<file path="config.mk">
export PLATFORM = sky130hd
export DESIGN_NAME = conv_layer_window_shifter
export DESIGN_NICKNAME = d
export VERILOG_FILES = /design/src/rtl/conv_layer_window_shifter.sv
export SDC_FILE = /design/constraint.sdc
export NUM_CORES = 1
export LEC_CHECK = 0
export CAP_MARGIN = 15
export CORE_AREA = 8 8 197 199
export CTS_CLUSTER_DIAMETER = 200
export DETAILED_ROUTE_END_ITERATION = 8
export DIE_AREA = 0 0 205 207
export GPL_ROUTABILITY_DRIVEN = 1
export PLACE_DENSITY = 0.67
export SETUP_SLACK_MARGIN = 0.2
export SYNTH_ARGS = -nofsm -noshare
export SYNTH_HDL_FRONTEND = slang
export SYNTH_SLANG_ARGS = --single-unit
</file>
<file path="constraint.sdc">
create_clock -name clk -period 4.8 [get_ports clk]
set_clock_uncertainty 0.2 [all_clocks]
set_input_delay 0.96 -clock clk [delete_from_list [all_inputs] [get_ports clk]]
set_output_delay 0.96 -clock clk [all_outputs]
set_load 0.02 [all_outputs]
</file>
<file path="src/rtl/conv_layer_window_shifter.sv">
// Replays the three buffered input rows to the PE kernel bus as 0/1/2-element shifted windows.
// Define CONV_BIAS_BEAT_EN to append an all-FLOAT32_ONE bias beat after every output row.
module conv_layer_window_shifter #(
  parameter int                    INPUT_SIZE  = 8,
  parameter int                    DATA_WIDTH  = 32,
  parameter int                    KERNEL_SIZE = 3,
  parameter logic [DATA_WIDTH-1:0] FLOAT32_ONE = 32'h3F80_0000
) (
  input  logic                             clk,
  input  logic                             rst_n,
  input  logic                             start,
  input  logic                             enable,
  input  logic                             buffer_ack,
  input  logic [INPUT_SIZE*DATA_WIDTH-1:0] row_bus_in,
  output logic [1:0]                       array_idx,
  output logic [1:0]                       buffer_cmd,
  output logic [INPUT_SIZE*DATA_WIDTH-1:0] kernel_bus_out,
  output logic                             out_valid,
  output logic                             busy,
  output logic                             done
);

  localparam int                BUS_W    = INPUT_SIZE * DATA_WIDTH;
  localparam int                OW       = $clog2(INPUT_SIZE - KERNEL_SIZE + 1);
  localparam logic [1:0]        K_LAST   = 2'(KERNEL_SIZE - 1);
  localparam logic [OW-1:0]     OUT_LAST = OW'(INPUT_SIZE - KERNEL_SIZE);
  localparam logic [BUS_W-1:0]  BIAS_BUS = {INPUT_SIZE{FLOAT32_ONE}};
  localparam logic [1:0]        CMD_IDLE = 2'd0;
  localparam logic [1:0]        CMD_LOAD = 2'd1;
  localparam logic [1:0]        CMD_READ = 2'd2;
`ifdef CONV_BIAS_BEAT_EN
  localparam bit                BIAS_EN  = 1'b1;
`else
  localparam bit                BIAS_EN  = 1'b0;
`endif

  typedef enum logic [2:0] {S_IDLE, S_ROW, S_BIAS, S_LOAD, S_DONE} state_t;

  state_t            state_q, state_d;
  logic [1:0]        row_cnt_q, row_cnt_d;
  logic [1:0]        shift_cnt_q, shift_cnt_d;
  logic [OW-1:0]     out_row_q, out_row_d;
  logic [BUS_W-1:0]  kbus_q, kbus_d;
  logic              valid_q, valid_d;
  logic              row_end;

  always_ff @(posedge clk or negedge rst_n) begin
    if (!rst_n) begin
      state_q     <= S_IDLE;
      row_cnt_q   <= '0;
      shift_cnt_q <= '0;
      out_row_q   <= '0;
      kbus_q      <= '0;
      valid_q     <= 1'b0;
    end else begin
      state_q     <= state_d;
      row_cnt_q   <= row_cnt_d;
      shift_cnt_q <= shift_cnt_d;
      out_row_q   <= out_row_d;
      kbus_q      <= kbus_d;
      valid_q     <= valid_d;
    end
  end

  always_comb begin
    state_d     = state_q;
    row_cnt_d   = row_cnt_q;
    shift_cnt_d = shift_cnt_q;
    out_row_d   = out_row_q;
    kbus_d      = kbus_q;
    valid_d     = valid_q;
    row_end     = 1'b0;
    if (enable) begin
      case (state_q)
        S_IDLE: begin
          valid_d = 1'b0;
          if (start) begin
            state_d     = S_ROW;
            row_cnt_d   = '0;
            shift_cnt_d = '0;
            out_row_d   = '0;
          end
        end
        S_ROW: begin
          valid_d = 1'b1;
          if (shift_cnt_q == 2'd0) kbus_d = row_bus_in;
          else kbus_d = {kbus_q[BUS_W-DATA_WIDTH-1:0], {DATA_WIDTH{1'b0}}};
          if (shift_cnt_q == K_LAST) begin
            shift_cnt_d = '0;
            if (row_cnt_q == K_LAST) begin
              row_cnt_d = '0;
              if (BIAS_EN) state_d = S_BIAS;
              else row_end = 1'b1;
            end else begin
              row_cnt_d = row_cnt_q + 2'd1;
            end
          end else begin
            shift_cnt_d = shift_cnt_q + 2'd1;
          end
        end
        S_BIAS: begin
          kbus_d  = BIAS_BUS;
          valid_d = 1'b1;
          row_end = 1'b1;
        end
        S_LOAD: begin
          valid_d = 1'b0;
          if (buffer_ack) begin
            state_d     = S_ROW;
            row_cnt_d   = '0;
            shift_cnt_d = '0;
          end
        end
        S_DONE: begin
          valid_d = 1'b0;
          state_d = S_IDLE;
        end
        default: state_d = S_IDLE;
      endcase
      // Last beat of an output row: either finish the image or fetch the next input row.
      if (row_end) begin
        if (out_row_q == OUT_LAST) begin
          state_d = S_DONE;
        end else begin
          out_row_d = out_row_q + 1'b1;
          state_d   = S_LOAD;
        end
      end
    end
  end

  always_comb begin
    array_idx  = (state_q == S_ROW) ? row_cnt_q : 2'd3;
    case (state_q)
      S_ROW:   buffer_cmd = CMD_READ;
      S_LOAD:  buffer_cmd = CMD_LOAD;
      default: buffer_cmd = CMD_IDLE;
    endcase
  end

  assign kernel_bus_out = kbus_q;
  assign out_valid      = valid_q;
  assign busy           = (state_q != S_IDLE);
  assign done           = (state_q == S_DONE);

endmodule

</file>
==> results of run 1 <==
## final timing paths
path / start / to / slack, ns / depth (start not counted)
worst max-delay path: state_q[1]$_DFFE_PN0P_ / array_idx[1] / 1.39 / 5
worst min-delay path: rst_n / kernel_bus_out[1]$_DFFE_PN0P_ / 0.27 / 1
worst max register to register: shift_cnt_q[0]$_DFFE_PN0P_ / kernel_bus_out[72]$_DFFE_PN0P_ / 2.27 / 5
worst min register to register: kernel_bus_out[232]$_DFFE_PN0P_ / kernel_bus_out[232]$_DFFE_PN0P_ / 0.28 / 2
max in group asynchronous: rst_n / kernel_bus_out[246]$_DFFE_PN0P_ / 3.02 / 2
min in group clk: kernel_bus_out[232]$_DFFE_PN0P_ / kernel_bus_out[232]$_DFFE_PN0P_ / 0.28 / 2
## stage by stage
step	power, W	area (µm²)
after floorplan	0.00770	12100
after global placement	0.0110	17600
after detailed placement	0.0111	17600
after CTS	0.0137	18700
after global routing	0.0143	18700
final	0.0135	18700
## cell type report
type,instances,share of cell area
timing repair buffer,535,0.289
tap,468,0.0313
inverter,4,0.000802
multi-input combinational,827,0.263
clock inverter,7,0.00889
clock buffer,47,0.0484
sequential,267,0.357
antenna,10,0.00134
## power groups by stage
| stage | clock (W) | combinational (W) | sequential, W |
|---|---|---|---|
| floorplan | 0 | 0.00248 | 0.00522 |
| global placement | 0 | 0.00671 | 0.00428 |
| detailed placement | 0 | 0.00678 | 0.00433 |
| CTS | 0.00256 | 0.00681 | 0.00430 |
| global route | 0.00265 | 0.00716 | 0.00444 |
| finish | 0.00250 | 0.00671 | 0.00429 |
## kinds of logic (layout without fill, tap and decap cells)
| kind of cell | count (synthesis) | after routing | share of synthesized area |
|---|---|---|---|
| XOR/XNOR | 1 | 1 | 0.000725 |
| adder cells (fa/ha/maj) | 2 | 2 | 0.00207 |
| other | 0 | 10 | 0 |
| flip-flops | 267 | 267 | 0.553 |
| AND/OR/NAND/NOR | 365 | 365 | 0.123 |
| buffers and inverters | 97 | 593 | 0.0408 |
| AO/OA/AOI/OAI | 281 | 281 | 0.133 |
| multiplexers | 178 | 178 | 0.148 |
## cell usage after synthesis (3+ instances only)
master	number	area (µm²)
a21oi_1	8	40.0
a22o_1	26	228
a31oi_1	50	313
buf_2	35	175
buf_4	16	120
buf_6	3	33.8
clkbuf_1	36	135
dfrtp_1	267	6680
inv_1	4	15.0
mux2i_1	177	1770
nand2_1	288	1080
nor2_1	52	195
nor2_4	3	33.8
o21ai_0	187	936
## state kept, by name (all words and copies together), names as in the netlist
register,count
kernel_bus_out,256
out_row_q,3
state_q,3
row_cnt_q,2
shift_cnt_q,2
out_valid,1
## worst register-to-register path: cells and delay by family (launching register included)
family	cells	cell delay (ns)
compound gates	1	0.10
buf+inv	2	0.78
flops	1	0.45
mux	1	0.26
simple gates	1	0.59
## layer usage
metal | up-vias | global-route usage
met5 | - | 0
met2 | 441 | 0.356
met4 | 0 | 0.0828
li1 | 5070 | -
met1 | 5265 | 0.266
met3 | 77 | 0.0623
==> metrics.yaml, run 1 <==
synthesis:
  synth_area_um2: 12100
  synth_edf_count: 0
  syn_area_per_cell_um2: 10.1
  synth_flop_cell: "dfrtp_1"
  synth_nets: 1454
  seq_area_frac_synth: 0.553
  yosysWarnings: 0
  ys_types: 44
  ys_ff_latch: 267
  synthCells: 1191
  async_flop_share: 1.00
grt:
  grt_pass1_wl_mm: 72.4
  grt_max_degree: 176
  antenna_found_initial: 10
  overflow: 0
  gr-usage-all-layers: 0.217
  first_global_vias: 11400
power:
  vdd_drop_max_mv: 0.446
  p_seq_frac: 0.318
  swShare: 0.413
  p_comb_frac: 0.497
  power_density_nw_per_um2: 721
  clkPwrFrac: 0.185
  power_switching_w: 0.00558
  static-leakage-power_nw: 8.10
  p_int_w: 0.00793
clocking:
  clk_pin_slew_worst_paths_ns: 0.06
  clockRootBuffer: "clkbuf_16"
  cts_tree: "done"
  cts.sinks: 267
  ctsResizeCount: 0
  worstSkewPairLatency_ns: 0.55
  cts_buffer_depth: 3
  cts_setup_buffers: 0
  cts_hold_buf: 0
  numCtsBuffers: 31
  h-tree-depth: 1
finish:
  fin_util: 0.521
  seq_area_um2: 6680
  final_common_cell: "clkdlybuf4s50_1"
  multiInputGateArea_um2: 4920
  stdcell_count: 2165
  final_cell_mix: "522 x clkdlybuf4s50_1, 287 x nand2_1, 267 x dfrtp_1"
  area_growth_pct: 54.9
  drive_gt1_frac: 0.0427
  nNetsFinal: 1929
  fillCellCount: 3296
sta:
  final_max_slew_viol_count: 0
  timing_worst_slew_pin_value_ns: 1.02
  period_minus_slack_ns: 3.41
  fin_hold_ws_ns: 0.266
  setup_viol: 0
  rsz0062_at_grt: "false"
  finalSetupTns_ns: 0
  period_share: 0.710
  timing.fmax_ghz: 0.293
  hold_viol: 0
  setup_slack_ns: 1.39
  slew_headroom: 0.323
setup_path:
  critPathMaxFanout: 13
  critPathLaunchType: "flop"
  cp_data_required_time_ns: 3.64
  crit_buf_inv: 2
  worstPathCellList: "nor2_4 > nand2_1 > inv_1 > nand2b_1 > clkdlybuf4s50_1"
  crit_path_top_delay_cell: "clkdlybuf4s50_1"
  cp-end-kind: "primary output"
  slowest_delay_ns: 0.55
  cpLargestDelayFamily: "buffers and inverters"
  cp.arrival_ns: 2.25
  worstSetupPathType: "reg2out"
floorplan:
  rows: 70
  coreArea_um2: 35900
  die-area_um2: 42400
  io_pins: 524
  initial_core_util: 0.336
  die_h_um: 207
  die_w_um: 205
detailed_routing:
  wl_per_cell_um: 22.3
  dr.first_iter.drc_count: 643
  topRoutingLayerUsed: "met4"
  firstDrtPassIters: 4
  drc: 0
  wl_met2_mm: 23.2
  wl_met3_mm: 4.12
  vias_per_cell: 5.01
  ant_nets: 0
  vias: 10900
  drt-met1-wl_mm: 19.4
  drt_wl_total_mm: 48.3
place:
  dp_hpwl_mm: 35.6
  dp_cells: 2101
  port_buffers: 523
  place_ws_ns: 1.61
  routabilityCongestion: 0.871
status:
  status: "complete, no violations"
job:
  drv_cap: 0
hold_path:
  hold_path_class: "in2async"
Note: power is estimated with default switching activity, not from simulation.
==> run 2, diff against run 1 <==
--- a/config.mk
+++ b/config.mk
@@ -6,12 +6,12 @@
 export NUM_CORES = 1
 export LEC_CHECK = 0
 export CAP_MARGIN = 15
-export CORE_AREA = 8 8 197 199
+export CORE_AREA = 8 8 196 198
 export CTS_CLUSTER_DIAMETER = 200
 export DETAILED_ROUTE_END_ITERATION = 8
-export DIE_AREA = 0 0 205 207
+export DIE_AREA = 0 0 204 206
 export GPL_ROUTABILITY_DRIVEN = 1
-export PLACE_DENSITY = 0.67
+export PLACE_DENSITY = 0.7
 export SETUP_SLACK_MARGIN = 0.2
 export SYNTH_ARGS = -nofsm -noshare
 export SYNTH_HDL_FRONTEND = slang
==> constraint.sdc (replaced) <==
create_clock -name clk -period 3 [get_ports clk]
set_clock_uncertainty 0.2 [all_clocks]
set_input_delay 0.6 -clock clk [delete_from_list [all_inputs] [get_ports clk]]
set_output_delay 0.6 -clock clk [all_outputs]
set_load 0.02 [all_outputs]
==> run 2 against run 1 <==
Compared with the run above:
- clock power increased by 45%
- global-route usage decreased by 0.070 points
- sequential power increased by 60%
- via count about the same
- count of clock-buffer cells in the layout decreased by 1
- critical path depth unchanged
- highest routed layer unchanged
- critical endpoint is now array_idx[0]
- first-iteration DRC count increased by 11%
==> metrics.yaml, run 2 (same netlist as run 1, synthesis figures left out) <==
sta:
  timing.fmax_ghz: 0.379
  finalSetupTns_ns: 0
  period_minus_slack_ns: 2.64
  setup_viol: 0
  period_share: 0.879
  timing_worst_slew_pin_value_ns: 1.07
  fin_hold_ws_ns: 0.279
  setup_slack_ns: 0.364
  rsz0062_at_grt: "false"
  final_max_slew_viol_count: 0
  slew_headroom: 0.286
  hold_viol: 0
power:
  vdd_drop_max_mv: 1.02
  power_switching_w: 0.00893
  power_density_nw_per_um2: 1140
  swShare: 0.418
  static-leakage-power_nw: 8.16
  p_comb_frac: 0.509
  clkPwrFrac: 0.170
  p_int_w: 0.0124
  p_seq_frac: 0.321
finish:
  multiInputGateArea_um2: 4920
  largest_reg_flops: 256
  seq_area_um2: 6690
  final_common_cell: "clkdlybuf4s50_1"
  stdcell_area_um2: 18800
  fillCellCount: 3172
  drive_gt1_frac: 0.0496
  final_cell_mix: "516 x clkdlybuf4s50_1, 287 x nand2_1, 264 x dfrtp_1"
  area_growth_pct: 55.2
  stdcell_count: 2159
  nNetsFinal: 1936
hold_path:
  hold_path_class: "reg2reg"
  min_path_cells: 2
  hold_path_end: "kernel_bus_out[232]$_DFFE_PN0P_"
  hp-start: "kernel_bus_out[232]$_DFFE_PN0P_"
detailed_routing:
  drt_wl_total_mm: 47.9
  vias: 10800
  wl_per_cell_um: 22.2
  drc: 0
  firstDrtPassIters: 5
  ant_nets: 0
  vias_per_cell: 5.02
  dr.first_iter.drc_count: 716
grt:
  grt_max_degree: 91
  first_global_vias: 11100
  overflow: 0
  gr-usage-all-layers: 0.216
  antenna_found_initial: 2
  grt_pass1_wl_mm: 71.0
clocking:
  cts_setup_buffers: 0
  clk_pin_slew_worst_paths_ns: 0.06
  clockRootBuffer: "clkbuf_16"
  cts_buffer_depth: 3
  cts_tree: "done"
  numCtsBuffers: 30
  h-tree-depth: 1
  cts.sinks: 267
  worstSkewPairLatency_ns: 0.55
job:
  drv_cap: 0
place:
  place_ws_ns: 0.540
  dp_hpwl_mm: 35.9
  dp_cells: 2101
  port_buffers: 523
  placed_cell_area_um2: 17800
  routabilityCongestion: 0.837
setup_path:
  r2r-end: "kernel_bus_out[22]$_DFFE_PN0P_"
  rrSetupSlack_ns: 0.80
  worstSetupPathType: "reg2out"
  worst-r2r-cell-count: 4
  cp_data_required_time_ns: 2.20
  cp-end-kind: "primary output"
  critPathLaunchType: "flop"
  regToRegStartpoint: "shift_cnt_q[0]$_DFFE_PN0P_"
  cp.arrival_ns: 1.84
  critPathMaxFanout: 13
floorplan:
  die-area_um2: 42000
  die_w_um: 204
  die_h_um: 206
  coreArea_um2: 35200
  io_pins: 524
  initial_core_util: 0.343
  rows: 69
status:
  status: "complete, no violations"
==> run 2: timing repair <==
action,in CTS,in global routing
hold endpoints to repair,64,0
resized for setup,8,2
hold buffers,1,0
setup endpoints to repair,6,2
==> run 2: layout make-up <==
type                    instances  area share
well taps                     461      0.0308
multi-input cells             827       0.263
inverters                       4    0.000801
clock inverters                 6     0.00294
diodes                          5    0.000667
repair buffers                543       0.297
clock buffers                  46      0.0492
flip-flops and latches        267       0.356
==> run 2: worst max-delay path by stage <==
| stage | startpoint | end | slack, ns | cells past startpoint |
|---|---|---|---|---|
| global placement | enable | kernel_bus_out[13]$_DFFE_PN0P_ | 0.56 | 5 |
| CTS | state_q[2]$_DFFE_PN0P_ | buffer_cmd[0] | 0.21 | 3 |
| global route | state_q[2]$_DFFE_PN0P_ | array_idx[1] | 0.24 | 5 |
| detailed placement | enable | kernel_bus_out[9]$_DFFE_PN0P_ | 0.54 | 5 |
| finish | state_q[1]$_DFFE_PN0P_ | array_idx[0] | 0.36 | 5 |
| floorplan | state_q[2]$_DFFE_PN0P_ | array_idx[1] | 1.06 | 5 |
==> run 2: through the flow <==
step | total power, W | util
floorplan | 0.0123 | -
global placement | 0.0177 | 0.504
detailed placement | 0.0179 | 0.504
CTS | 0.0216 | 0.532
global route | 0.0226 | 0.532
finish | 0.0214 | 0.532
==> run 2: routing by layer <==
layer	wire length [µm]	track usage	share of wire	vias up
met5	0	0	0	-
met4	1080	0.0597	0.023	0
met3	4140	0.0632	0.087	54
met2	23400	0.363	0.49	433
met1	19200	0.270	0.40	5276
li1	-	-	-	5083
==> run 2: critical path, cell delays in order, from the launching register on <==
cell and delay, ns:
dfrtp_2 0.50, nor2_4 0.17, nand2_1 0.10, inv_2 0.12
nand2b_1 0.06, dlygate4sd2_1 0.33
==> run 2: power groups by stage <==
stage                     registers [W]  clock network [W]  logic (W)
after detailed placement        0.00693                  0     0.0110
after CTS                       0.00688            0.00371     0.0110
after floorplan                 0.00835                  0    0.00396
after global routing            0.00710            0.00389     0.0116
final                           0.00687            0.00363     0.0109
after global placement          0.00687                  0     0.0109
